[config.mk]
export PLATFORM = sky130hd
export DESIGN_NAME = alu_wide_seq
export DESIGN_NICKNAME = d
export VERILOG_FILES = /design/src/rtl/alu_pkg.sv /design/src/rtl/alu_nib_step.sv /design/src/rtl/alu_wide_seq.sv
export SDC_FILE = /design/constraint.sdc
export NUM_CORES = 1
export LEC_CHECK = 0
export CORE_ASPECT_RATIO = 0.5
export CORE_MARGIN = 2
export CORE_UTILIZATION = 52
export CTS_BUF_LIST = sky130_fd_sc_hd__clkbuf_8
export CTS_CLUSTER_DIAMETER = 100
export DETAILED_ROUTE_END_ITERATION = 10
export PLACE_DENSITY_LB_ADDON = 0.12
export SLEW_MARGIN = 20
export SYNTH_ARGS = -nofsm -noshare
export SYNTH_HDL_FRONTEND = slang
export SYNTH_SLANG_ARGS = --single-unit
[constraint.sdc]
create_clock -name clk -period 2.6 [get_ports clk]
set_clock_uncertainty 0.05 [all_clocks]
set_input_delay 0.26 -clock clk [delete_from_list [all_inputs] [get_ports clk]]
set_output_delay 0.26 -clock clk [all_outputs]
set_load 0.05 [all_outputs]
[src/rtl/alu_pkg.sv]
// alu_pkg
// Shared definitions for the wide ALU sequencer and its nibble-step helper.
//   - op-code constants, used both for cmd_op and for the 4-bit ALU select
//   - ALU_SEL_IDLE, the select driven when no pass is in progress
//   - state_e, the sequencer FSM state encoding
//   - op_is_logic(), true for the single-pass-per-nibble bitwise ops
package alu_pkg;

  localparam logic [2:0] OP_ADD = 3'b000;
  localparam logic [2:0] OP_SUB = 3'b001;
  localparam logic [2:0] OP_AND = 3'b010;
  localparam logic [2:0] OP_OR  = 3'b011;
  localparam logic [2:0] OP_NOT = 3'b100;

  localparam logic [2:0] ALU_SEL_IDLE = 3'b111;

  typedef enum logic [2:0] {
    ST_IDLE,
    ST_NOTB,
    ST_ADD,
    ST_INC,
    ST_LOGIC,
    ST_DONE
  } state_e;

  function automatic logic op_is_logic(input logic [2:0] op);
    return (op == OP_AND) || (op == OP_OR) || (op == OP_NOT);
  endfunction

endpackage

[src/rtl/alu_nib_step.sv]
// alu_nib_step
// Combinational map from the sequencer's current pass to the 4-bit ALU inputs.
// Ports:
//   state      in   current sequencer state (selects the kind of pass)
//   idx        in   nibble index being processed
//   op         in   latched command op-code
//   a, b       in   latched WORD_W-bit operands
//   part       in   partial nibble from the ADD pass (operand of the INC pass)
//   notb       in   inverted b nibble from the NOTB pass (subtract only)
//   alu_a/b    out  4-bit ALU operands
//   alu_sel    out  ALU op select (ALU_SEL_IDLE outside a pass)
module alu_nib_step
  import alu_pkg::*;
#(
  parameter int WORD_W = 16,
  parameter int IDX_W  = 2
) (
  input  state_e            state,
  input  logic [IDX_W-1:0]  idx,
  input  logic [2:0]        op,
  input  logic [WORD_W-1:0] a,
  input  logic [WORD_W-1:0] b,
  input  logic [3:0]        part,
  input  logic [3:0]        notb,
  output logic [3:0]        alu_a,
  output logic [3:0]        alu_b,
  output logic [2:0]        alu_sel
);

  logic [3:0] a_nib;
  logic [3:0] b_nib;

  assign a_nib = a[{idx, 2'b00} +: 4];
  assign b_nib = b[{idx, 2'b00} +: 4];

  // Pick operands per pass type. Subtract reuses the ADD pass with the
  // stored ~b nibble; the INC pass folds the incoming carry in as +1.
  // An invalid op parks in LOGIC for one cycle with the ALU left idle.
  always_comb begin
    alu_a   = 4'd0;
    alu_b   = 4'd0;
    alu_sel = ALU_SEL_IDLE;
    case (state)
      ST_NOTB: begin
        alu_a   = b_nib;
        alu_sel = OP_NOT;
      end
      ST_ADD: begin
        alu_a   = a_nib;
        alu_b   = (op == OP_SUB) ? notb : b_nib;
        alu_sel = OP_ADD;
      end
      ST_INC: begin
        alu_a   = part;
        alu_b   = 4'b0001;
        alu_sel = OP_ADD;
      end
      ST_LOGIC: begin
        if (op_is_logic(op)) begin
          alu_a   = a_nib;
          alu_b   = b_nib;
          alu_sel = op;
        end
      end
      default: ;
    endcase
  end

endmodule

[src/rtl/alu_wide_seq.sv]
// alu_wide_seq
// Multi-cycle sequencer building WORD_W-bit add/sub/and/or/not out of passes
// through an external combinational 4-bit ALU, one pass per clock.
// Ports:
//   clk, rst                 clock, asynchronous active-high reset
//   cmd_valid/ready          command handshake (ready only when idle)
//   cmd_op, cmd_a, cmd_b     op-code and operands
//   rsp_valid/ready          response handshake
//   rsp_y, rsp_carry         result word; carry (add) or borrow (sub)
//   rsp_zero                 result is all zero
//   rsp_ovf                  signed overflow, only when ALU_SEQ_OVF_EN is defined
//   alu_a, alu_b, alu_sel    drive to the 4-bit ALU
//   alu_y, alu_carry, alu_zero  results from the 4-bit ALU
// Build option: define ALU_SEQ_OVF_EN to add the rsp_ovf output.
module alu_wide_seq
  import alu_pkg::*;
#(
  parameter int WORD_W = 16
) (
  input  logic              clk,
  input  logic              rst,
  input  logic              cmd_valid,
  output logic              cmd_ready,
  input  logic [2:0]        cmd_op,
  input  logic [WORD_W-1:0] cmd_a,
  input  logic [WORD_W-1:0] cmd_b,
  output logic              rsp_valid,
  input  logic              rsp_ready,
  output logic [WORD_W-1:0] rsp_y,
  output logic              rsp_carry,
  output logic              rsp_zero,
`ifdef ALU_SEQ_OVF_EN
  output logic              rsp_ovf,
`endif
  output logic [3:0]        alu_a,
  output logic [3:0]        alu_b,
  output logic [2:0]        alu_sel,
  input  logic [3:0]        alu_y,
  input  logic              alu_carry,
  input  logic              alu_zero
);

  localparam int NIB   = WORD_W / 4;
  localparam int IDX_W = (NIB > 1) ? $clog2(NIB) : 1;
  localparam logic [IDX_W-1:0] LAST_IDX = IDX_W'(NIB - 1);

  state_e            state_q, state_d;
  logic [IDX_W-1:0]  idx_q, idx_d;
  logic [2:0]        op_q, op_d;
  logic [WORD_W-1:0] a_q, a_d;
  logic [WORD_W-1:0] b_q, b_d;
  logic              cin_q, cin_d;
  logic              zero_q, zero_d;
  logic [WORD_W-1:0] y_q, y_d;
  logic              carry_q, carry_d;
  logic [3:0]        part_q, part_d;
  logic              cadd_q, cadd_d;
  logic [3:0]        notb_q, notb_d;
`ifdef ALU_SEQ_OVF_EN
  logic              ovf_q, ovf_d;
`endif

  logic              nib_fin;
  logic              fin_c;

  alu_nib_step #(
    .WORD_W (WORD_W),
    .IDX_W  (IDX_W)
  ) u_step (
    .state   (state_q),
    .idx     (idx_q),
    .op      (op_q),
    .a       (a_q),
    .b       (b_q),
    .part    (part_q),
    .notb    (notb_q),
    .alu_a   (alu_a),
    .alu_b   (alu_b),
    .alu_sel (alu_sel)
  );

  assign cmd_ready = (state_q == ST_IDLE);
  assign rsp_valid = (state_q == ST_DONE);
  assign rsp_y     = y_q;
  assign rsp_carry = carry_q;
  assign rsp_zero  = zero_q;
`ifdef ALU_SEQ_OVF_EN
  assign rsp_ovf   = ovf_q;
`endif

  // Next-state logic. Each state is one ALU pass; nib_fin marks the final
  // pass of a nibble, where the result nibble, zero flag and carry into the
  // next nibble are committed. The ADD and INC carries can never both be 1,
  // so OR-ing them gives the nibble carry.
  always_comb begin
    state_d = state_q;
    idx_d   = idx_q;
    op_d    = op_q;
    a_d     = a_q;
    b_d     = b_q;
    cin_d   = cin_q;
    zero_d  = zero_q;
    y_d     = y_q;
    carry_d = carry_q;
    part_d  = part_q;
    cadd_d  = cadd_q;
    notb_d  = notb_q;
`ifdef ALU_SEQ_OVF_EN
    ovf_d   = ovf_q;
`endif
    nib_fin = 1'b0;
    fin_c   = 1'b0;

    case (state_q)
      ST_IDLE: begin
        if (cmd_valid) begin
          op_d    = cmd_op;
          a_d     = cmd_a;
          b_d     = cmd_b;
          idx_d   = '0;
          cin_d   = (cmd_op == OP_SUB);
          zero_d  = 1'b1;
          y_d     = '0;
          carry_d = 1'b0;
`ifdef ALU_SEQ_OVF_EN
          ovf_d   = 1'b0;
`endif
          case (cmd_op)
            OP_ADD:  state_d = ST_ADD;
            OP_SUB:  state_d = ST_NOTB;
            default: state_d = ST_LOGIC;
          endcase
        end
      end
      ST_NOTB: begin
        notb_d  = alu_y;
        state_d = ST_ADD;
      end
      ST_ADD: begin
        if (cin_q) begin
          part_d  = alu_y;
          cadd_d  = alu_carry;
          state_d = ST_INC;
        end else begin
          nib_fin = 1'b1;
          fin_c   = alu_carry;
        end
      end
      ST_INC: begin
        nib_fin = 1'b1;
        fin_c   = cadd_q | alu_carry;
      end
      ST_LOGIC: begin
        if (op_is_logic(op_q)) begin
          nib_fin = 1'b1;
        end else begin
          y_d     = '0;
          zero_d  = 1'b1;
          carry_d = 1'b0;
          state_d = ST_DONE;
        end
      end
      ST_DONE: begin
        if (rsp_ready) begin
          state_d = ST_IDLE;
        end
      end
      default: state_d = ST_IDLE;
    endcase

    if (nib_fin) begin
      y_d[{idx_q, 2'b00} +: 4] = alu_y;
      zero_d = zero_q & alu_zero;
      cin_d  = fin_c;
      if (idx_q == LAST_IDX) begin
        state_d = ST_DONE;
        // Subtract is a + ~b + 1, so a borrow is the absence of carry-out.
        if (op_q == OP_SUB) begin
          carry_d = ~fin_c;
        end else if (op_q == OP_ADD) begin
          carry_d = fin_c;
        end else begin
          carry_d = 1'b0;
        end
`ifdef ALU_SEQ_OVF_EN
        if (op_q == OP_ADD) begin
          ovf_d = (a_q[WORD_W-1] == b_q[WORD_W-1]) && (alu_y[3] != a_q[WORD_W-1]);
        end else if (op_q == OP_SUB) begin
          ovf_d = (a_q[WORD_W-1] != b_q[WORD_W-1]) && (alu_y[3] != a_q[WORD_W-1]);
        end else begin
          ovf_d = 1'b0;
        end
`endif
      end else begin
        idx_d = idx_q + IDX_W'(1);
        case (op_q)
          OP_ADD:  state_d = ST_ADD;
          OP_SUB:  state_d = ST_NOTB;
          default: state_d = ST_LOGIC;
        endcase
      end
    end
  end

  // State register; reset drops any in-flight or pending result.
  always_ff @(posedge clk or posedge rst) begin
    if (rst) begin
      state_q <= ST_IDLE;
      idx_q   <= '0;
      op_q    <= OP_ADD;
      a_q     <= '0;
      b_q     <= '0;
      cin_q   <= 1'b0;
      zero_q  <= 1'b0;
      y_q     <= '0;
      carry_q <= 1'b0;
      part_q  <= 4'd0;
      cadd_q  <= 1'b0;
      notb_q  <= 4'd0;
`ifdef ALU_SEQ_OVF_EN
      ovf_q   <= 1'b0;
`endif
    end else begin
      state_q <= state_d;
      idx_q   <= idx_d;
      op_q    <= op_d;
      a_q     <= a_d;
      b_q     <= b_d;
      cin_q   <= cin_d;
      zero_q  <= zero_d;
      y_q     <= y_d;
      carry_q <= carry_d;
      part_q  <= part_d;
      cadd_q  <= cadd_d;
      notb_q  <= notb_d;
`ifdef ALU_SEQ_OVF_EN
      ovf_q   <= ovf_d;
`endif
    end
  end

endmodule

**Yosys cells after proc, flatten, opt, wreduce, memory -nomap -nowiden**

Index checks and enable logic that the tools add are counted.

- Bits of input ports: 45
- Logic and storage cells: 95
- Flip-flop bits (word level): 68
- Output and inout port bits: 31

- Equality and inequality tests: 16
- Shift operators: 4
- Reductions and logical operators: 14
- Mux-type cells: 44
- Bitwise gates (word level): 3
- $add $sub $neg: 2

Operators by type and width:

| kind | count |
|---|---|
| 16-bit two-way mux | 3 |
| 16-bit case mux with 2 select lines | 1 |
| 16-bit by 5-bit indexed part select with 4-bit output | 2 |
| 3-bit two-way mux | 7 |
| 3-bit case mux with 6 select lines | 1 |
| 16-bit bitwise mux | 1 |
| 4-bit case mux with 4 select lines | 1 |
| 4-bit by 6-bit variable shift with 16-bit output (first input constant) | 1 |
| 4-bit by 6-bit indexed part select with 16-bit output | 1 |
| 1-bit two-way mux | 15 |
| 3-bit by 2-bit equality test with 1-bit output (second input constant) | 4 |
| 4-bit two-way mux | 3 |
| 3-bit case mux with 2 select lines | 2 |
| 4-bit case mux with 3 select lines | 1 |
| 3-bit by 1-bit equality test with 1-bit output (second input constant) | 3 |
| 3-bit equality test (second input constant) | 3 |
| 3-bit logical NOT | 3 |
| 3-bit case mux with 3 select lines | 1 |
| 2-bit two-way mux | 4 |
| 3-bit inequality test (second input constant) | 2 |
| 4-bit negation with 6-bit output | 1 |
| 1-bit case mux with 2 select lines | 3 |
| 2-bit AND reduction | 3 |
| 5-bit AND reduction | 1 |
| other kinds (14) | 16 |

**Depth between registers and ports, before layout**

- Depth in word-level cells: 7
- Depth in mapped cells: 7
- Mapped depth without buffers: 5

**Cells and area by module**

From an unflattened synthesis, not the netlist that was laid out.

- Cell total of the unflattened synthesis: 363
- Area, all modules: 3525.9 um^2

Modules (own cells, without submodules):

| module | sequential area each (um^2) | instances | area each (um^2) | cells an instance |
|---|---|---|---|---|
| alu_wide_seq | 1701.6 | 1 | 3054.2 | 314 |
| alu_nib_step | 0.0 | 1 | 471.7 | 49 |

**Worst setup path before layout**

OpenSTA, ideal clock, no wires.

- Kind: register -> register
- Start point: register state_q[1]
- End point: register cin_q
- Setup slack: -0.109 ns
- Clock period less this slack: 2.709 ns
- Cell stages (with the launch flop): 7
- Required time: 2.426 ns
- Arrival: 2.535 ns
- Cell sequence: dfrtp_1 > buf_2 > nor3_1 > nand2_1 > nand2_1 > a21oi_1 > or2_1

- Elaborated cells on any way between the ends: 10
- Those cells by class: eq/ne: 3; mux: 3; reduce/logical: 4

RTL lines:

| what | RTL line | text |
|---|---|---|
| start: declaration | alu_wide_seq.sv:47 | `state_e state_q, state_d;` |
| start signal: assignment | alu_wide_seq.sv:224 | `state_q <= state_d;` |
| 3-bit logical NOT | n/a |  |
| net cmd_ready | alu_wide_seq.sv:23 | `output logic cmd_ready,` |
| 2-bit nonzero test (no line) | n/a |  |
| 2-bit AND reduction (no line) | n/a |  |
| end signal: assignment | alu_wide_seq.sv:229 | `cin_q <= cin_d;` |
| end: declaration | alu_wide_seq.sv:52 | `logic cin_q, cin_d;` |

The timed path passes the listed nets, and every way through them passes these cells.
A chain may end at the register's enable or synchronous reset.

**Final worst setup path**

- Start point: register idx_q[0]
- End point: output alu_a[0]

- Word-level cells in the longest chain between the ends: 3
- Elaborated cells on any way between the ends: 4
- Those cells by class: shift: 2; mux: 2

RTL lines:

| what | RTL line | text |
|---|---|---|
| start: declaration | alu_wide_seq.sv:48 | `logic [IDX_W-1:0] idx_q, idx_d;` |
| start signal: assignment | alu_wide_seq.sv:225 | `idx_q <= idx_d;` |
| 16-bit by 5-bit indexed part select with 4-bit output | alu_nib_step.sv:33 | `assign a_nib = a[{idx, 2'b00} +: 4];` |
| 4-bit two-way mux | alu_nib_step.sv:59 | `if (op_is_logic(op)) begin` |
| 4-bit case mux with 4 select lines (*) | alu_nib_step.sv:43 | `case (state)` |
| end: declaration | alu_wide_seq.sv:35 | `output logic [3:0] alu_a,` |

Mark *: on every way between the ends. The rest lies on a longest branch, timed or not.

==> flow_summary.json <==
{
  "worst-path-buf-inv": 1,
  "insertion_delay_ns": 0.35,
  "synth_edf_count": 0,
  "setup_viol": 0,
  "via_count": 2719,
  "ys_seq_area_frac": 0.5069,
  "synthArstFlopShare": 1.000,
  "yosysUniqueCellTypes": 43,
  "layout-drive-gt1-share": 0.1563,
  "ir_worst_vdd_uv": 520.1,
  "synth.ff_latch_count": 68,
  "drc": 0,
  "fin_setup_tns_ns": 0,
  "crit_start": "idx_q[0]$_DFF_PP0_",
  "final_util": 0.7207,
  "routed_via_density": 5.395,
  "cp_slowest_cell": "dfrtp_1",
  "dieWidth_um": 117.6,
  "cp_top_family": "flip-flops",
  "tightest_slew_ns": 0.7558,
  "clockBufferDepth": 2,
  "met2_length_mm": 3.555,
  "fin_crit_ns": 2.490,
  "cap_violations": 0,
  "place.gp.congestion": 0.8462,
  "met3WireLength_um": 451,
  "rows": 20,
  "areaGrowthSynthToFinish_pct": 32.17,
  "nNetsFinal": 462,
  "design.die.area_mm2": 0.007154,
  "io_pins": 76,
  "wl_per_cell_um": 15.50,
  "cp.arrival_ns": 2.18,
  "hold_violations": 0,
  "ys.flop_type": "dfrtp_1",
  "grt_max_degree": 37,
  "cts_setup_buffers": 0,
  "critPathLaunchType": "flop",
  "synth_commonest_cells": "nand2_1, dfrtp_1, a22o_1",
  "grt_pass1_wl_mm": 13.06,
  "max_freq_mhz": 401.6,
  "outcome": "finished clean",
  "cts_sinks": 68,
  "syn_area_mm2": 0.003357,
  "drv_slew": 0,
  "p_leak_nw": 2.081,
  "synth.most_common_cell": "nand2_1",
  "grt.overflow.total": 0,
  "fin_crit_sh": 0.9578,
  "routed_wl_mm": 7.812,
  "reg2reg_to": "rsp_y[5]$_DFF_PP0_",
  "yosys-top-cells-area": "dfrtp_1, nand2_1, mux4_2",
  "synth_top_area_share": 0.5069,
  "r2r_start": "idx_q[0]$_DFF_PP0_",
  "cts_hold_buf": 0,
  "yosys_warnings": 0,
  "dp_hpwl_mm": 5.839,
  "start_util": 0.5453,
  "rsz0062_at_grt": "no",
  "grt_usage": 0.2403,
  "io_buffer_count": 75,
  "min-delay-path-class": "primary input to asynchronous set/reset pin",
  "cts_tree": "yes",
  "antenna_found_initial": 0,
  "cts_made_buffers": 9,
  "drtIter0Drc": 138,
  "ff2ff_path_depth": 5,
  "synth.net_count": 386,
  "avgSynthCellArea_um2": 10.02,
  "dr.pass1.iters": 4,
  "yosys.area.top_type": "dfrtp_1",
  "top_layer": "met4",
  "crit_chain": "mux4_2 > o21ai_0 > nand2_1 > buf_4",
  "ctsResizeCount": 0,
  "end_kind": "primary output",
  "core_area_mm2": 0.006156,
  "fillers": 477,
  "diodes": 0,
  "p_per_area_mw_per_mm2": 1173,
  "netlist_instances": 335,
  "root_buffer": "clkbuf_8",
  "regToRegSetupSlack_ns": 0.29,
  "clk_pin_slew_ns": 0.07,
  "path_class": "flop to primary output",
  "cp_data_required_time_ns": 2.29,
  "critPathMaxStageDelay_ns": 0.84,
  "grt_pass1_vias": 2640,
  "die_y_um": 60.82,
  "met1_length_mm": 3.734,
  "maxSlewHeadroom": 0.4961,
  "ant_nets": 0,
  "cts_htree_levels": 3,
  "critPathMaxFanout": 17
}
## routing by layer
metal | track usage | up-vias
li1 | - | 1303
met5 | 0 | -
met3 | 0.07519 | 8
met1 | 0.3262 | 1324
met2 | 0.3862 | 84
met4 | 0.06368 | 0
## flip-flops by register name (all words and copies together), names as in the netlist
signal	count
rsp_carry	1
idx_q	2
notb_q	4
part_q	4
cadd_q	1
cin_q	1
op_q	3
a_q	16
rsp_y	16
b_q	16
state_q	3
rsp_zero	1
## where the power goes
group / switching, mW / internal [mW] / leakage [nW]
Combinational: 1.45 / 1.02 / 1.10
Clock: 0.382 / 0.518 / 0.114
Sequential: 0.386 / 1.45 / 0.871
Total: 2.22 / 2.98 / 2.08
## worst max path at each step
stage                                     to  slack (ns)  cells after the start
after detailed placement  rsp_y[5]$_DFF_PP0_        0.32                      5
after global routing                alu_a[0]       0.004                      4
after global placement            alu_sel[2]        0.44                      3
after floorplan                     alu_b[0]        0.16                      4
after CTS                         alu_sel[2]        0.05                      3
final                               alu_a[0]        0.11                      4
## area by class of cell
class / count / area, um^2 / area share
Timing Repair Buffer: 81 / 823.3 / 0.1856
Multi-Input combinational cell: 247 / 1573 / 0.3545
Sequential cell: 68 / 1703 / 0.3838
Clock inverter: 4 / 47.55 / 0.01072
Inverter: 4 / 15.01 / 0.003384
Clock buffer: 12 / 165.2 / 0.03722
Tap cell: 88 / 110.1 / 0.02482
## metrics by stage
| step | instance area (um^2) | hold WS [ns] | instances | total power [mW] | setup WS [ns] |
|---|---|---|---|---|---|
| 6_report | 4437 | 0.1868 | 504 | 5.203 | 0.1097 |
| 5_1_grt | 4437 | 0.2371 | 504 | 5.539 | 0.004285 |
| 4_1_cts | 4433 | 0.1960 | 504 | 5.225 | 0.05176 |
| 3_5_place_dp | 4220 | 0.4126 | 488 | 4.316 | 0.3228 |
| 3_3_place_gp | 4220 | 0.4034 | 488 | 4.219 | 0.4440 |
| 2_1_floorplan | 3362 | 0.3154 | 335 | 3.577 | 0.1584 |
## cells in the final DEF (no fill, tap or decap), types with 2 or more instances in the layout
master and count:
mux2_2 10, inv_1 4, mux2i_1 6, a32oi_1 4, dfrtp_1 67, or2_1 2, a21oi_1 5, xor2_1 2
clkdlybuf4s50_1 64, nor2b_1 4, o31a_1 2, a21oi_2 3, nor3b_2 2, nand2_1 123, nor2_2 2, a22o_1 15
and2_1 2, nand3_1 3, o21ai_0 6, mux4_2 8, ha_1 6, nor2_1 12, nand2b_1 4, clkbuf_8 12
a31oi_1 4, a22oi_1 3, nor3_1 2, buf_12 4, buf_4 12
## worst reg2reg max path: cells and delay by family (launching register included)
kind / cells / cell delay, ns
AO/OA/AOI/OAI: 1 / 0.23
AND/OR/NAND/NOR: 2 / 0.64
adder cells (fa/ha/maj): 1 / 0.28
buffers and inverters: 1 / 0.21
flip-flops: 1 / 0.84
## cell families (layout without fill, tap and decap cells)
group	Yosys count	count (layout)	share of synthesized area
muxes	24	24	0.1051
xor gates and xnor gates	2	2	0.005219
AOI/OAI and AO/OA	48	48	0.1103
adders and majority gates	6	6	0.02236
and+or+nand+nor	167	167	0.2240
buffers and inverters	20	101	0.02609
DFF	68	68	0.5069
(Power assumes the default switching activity.)
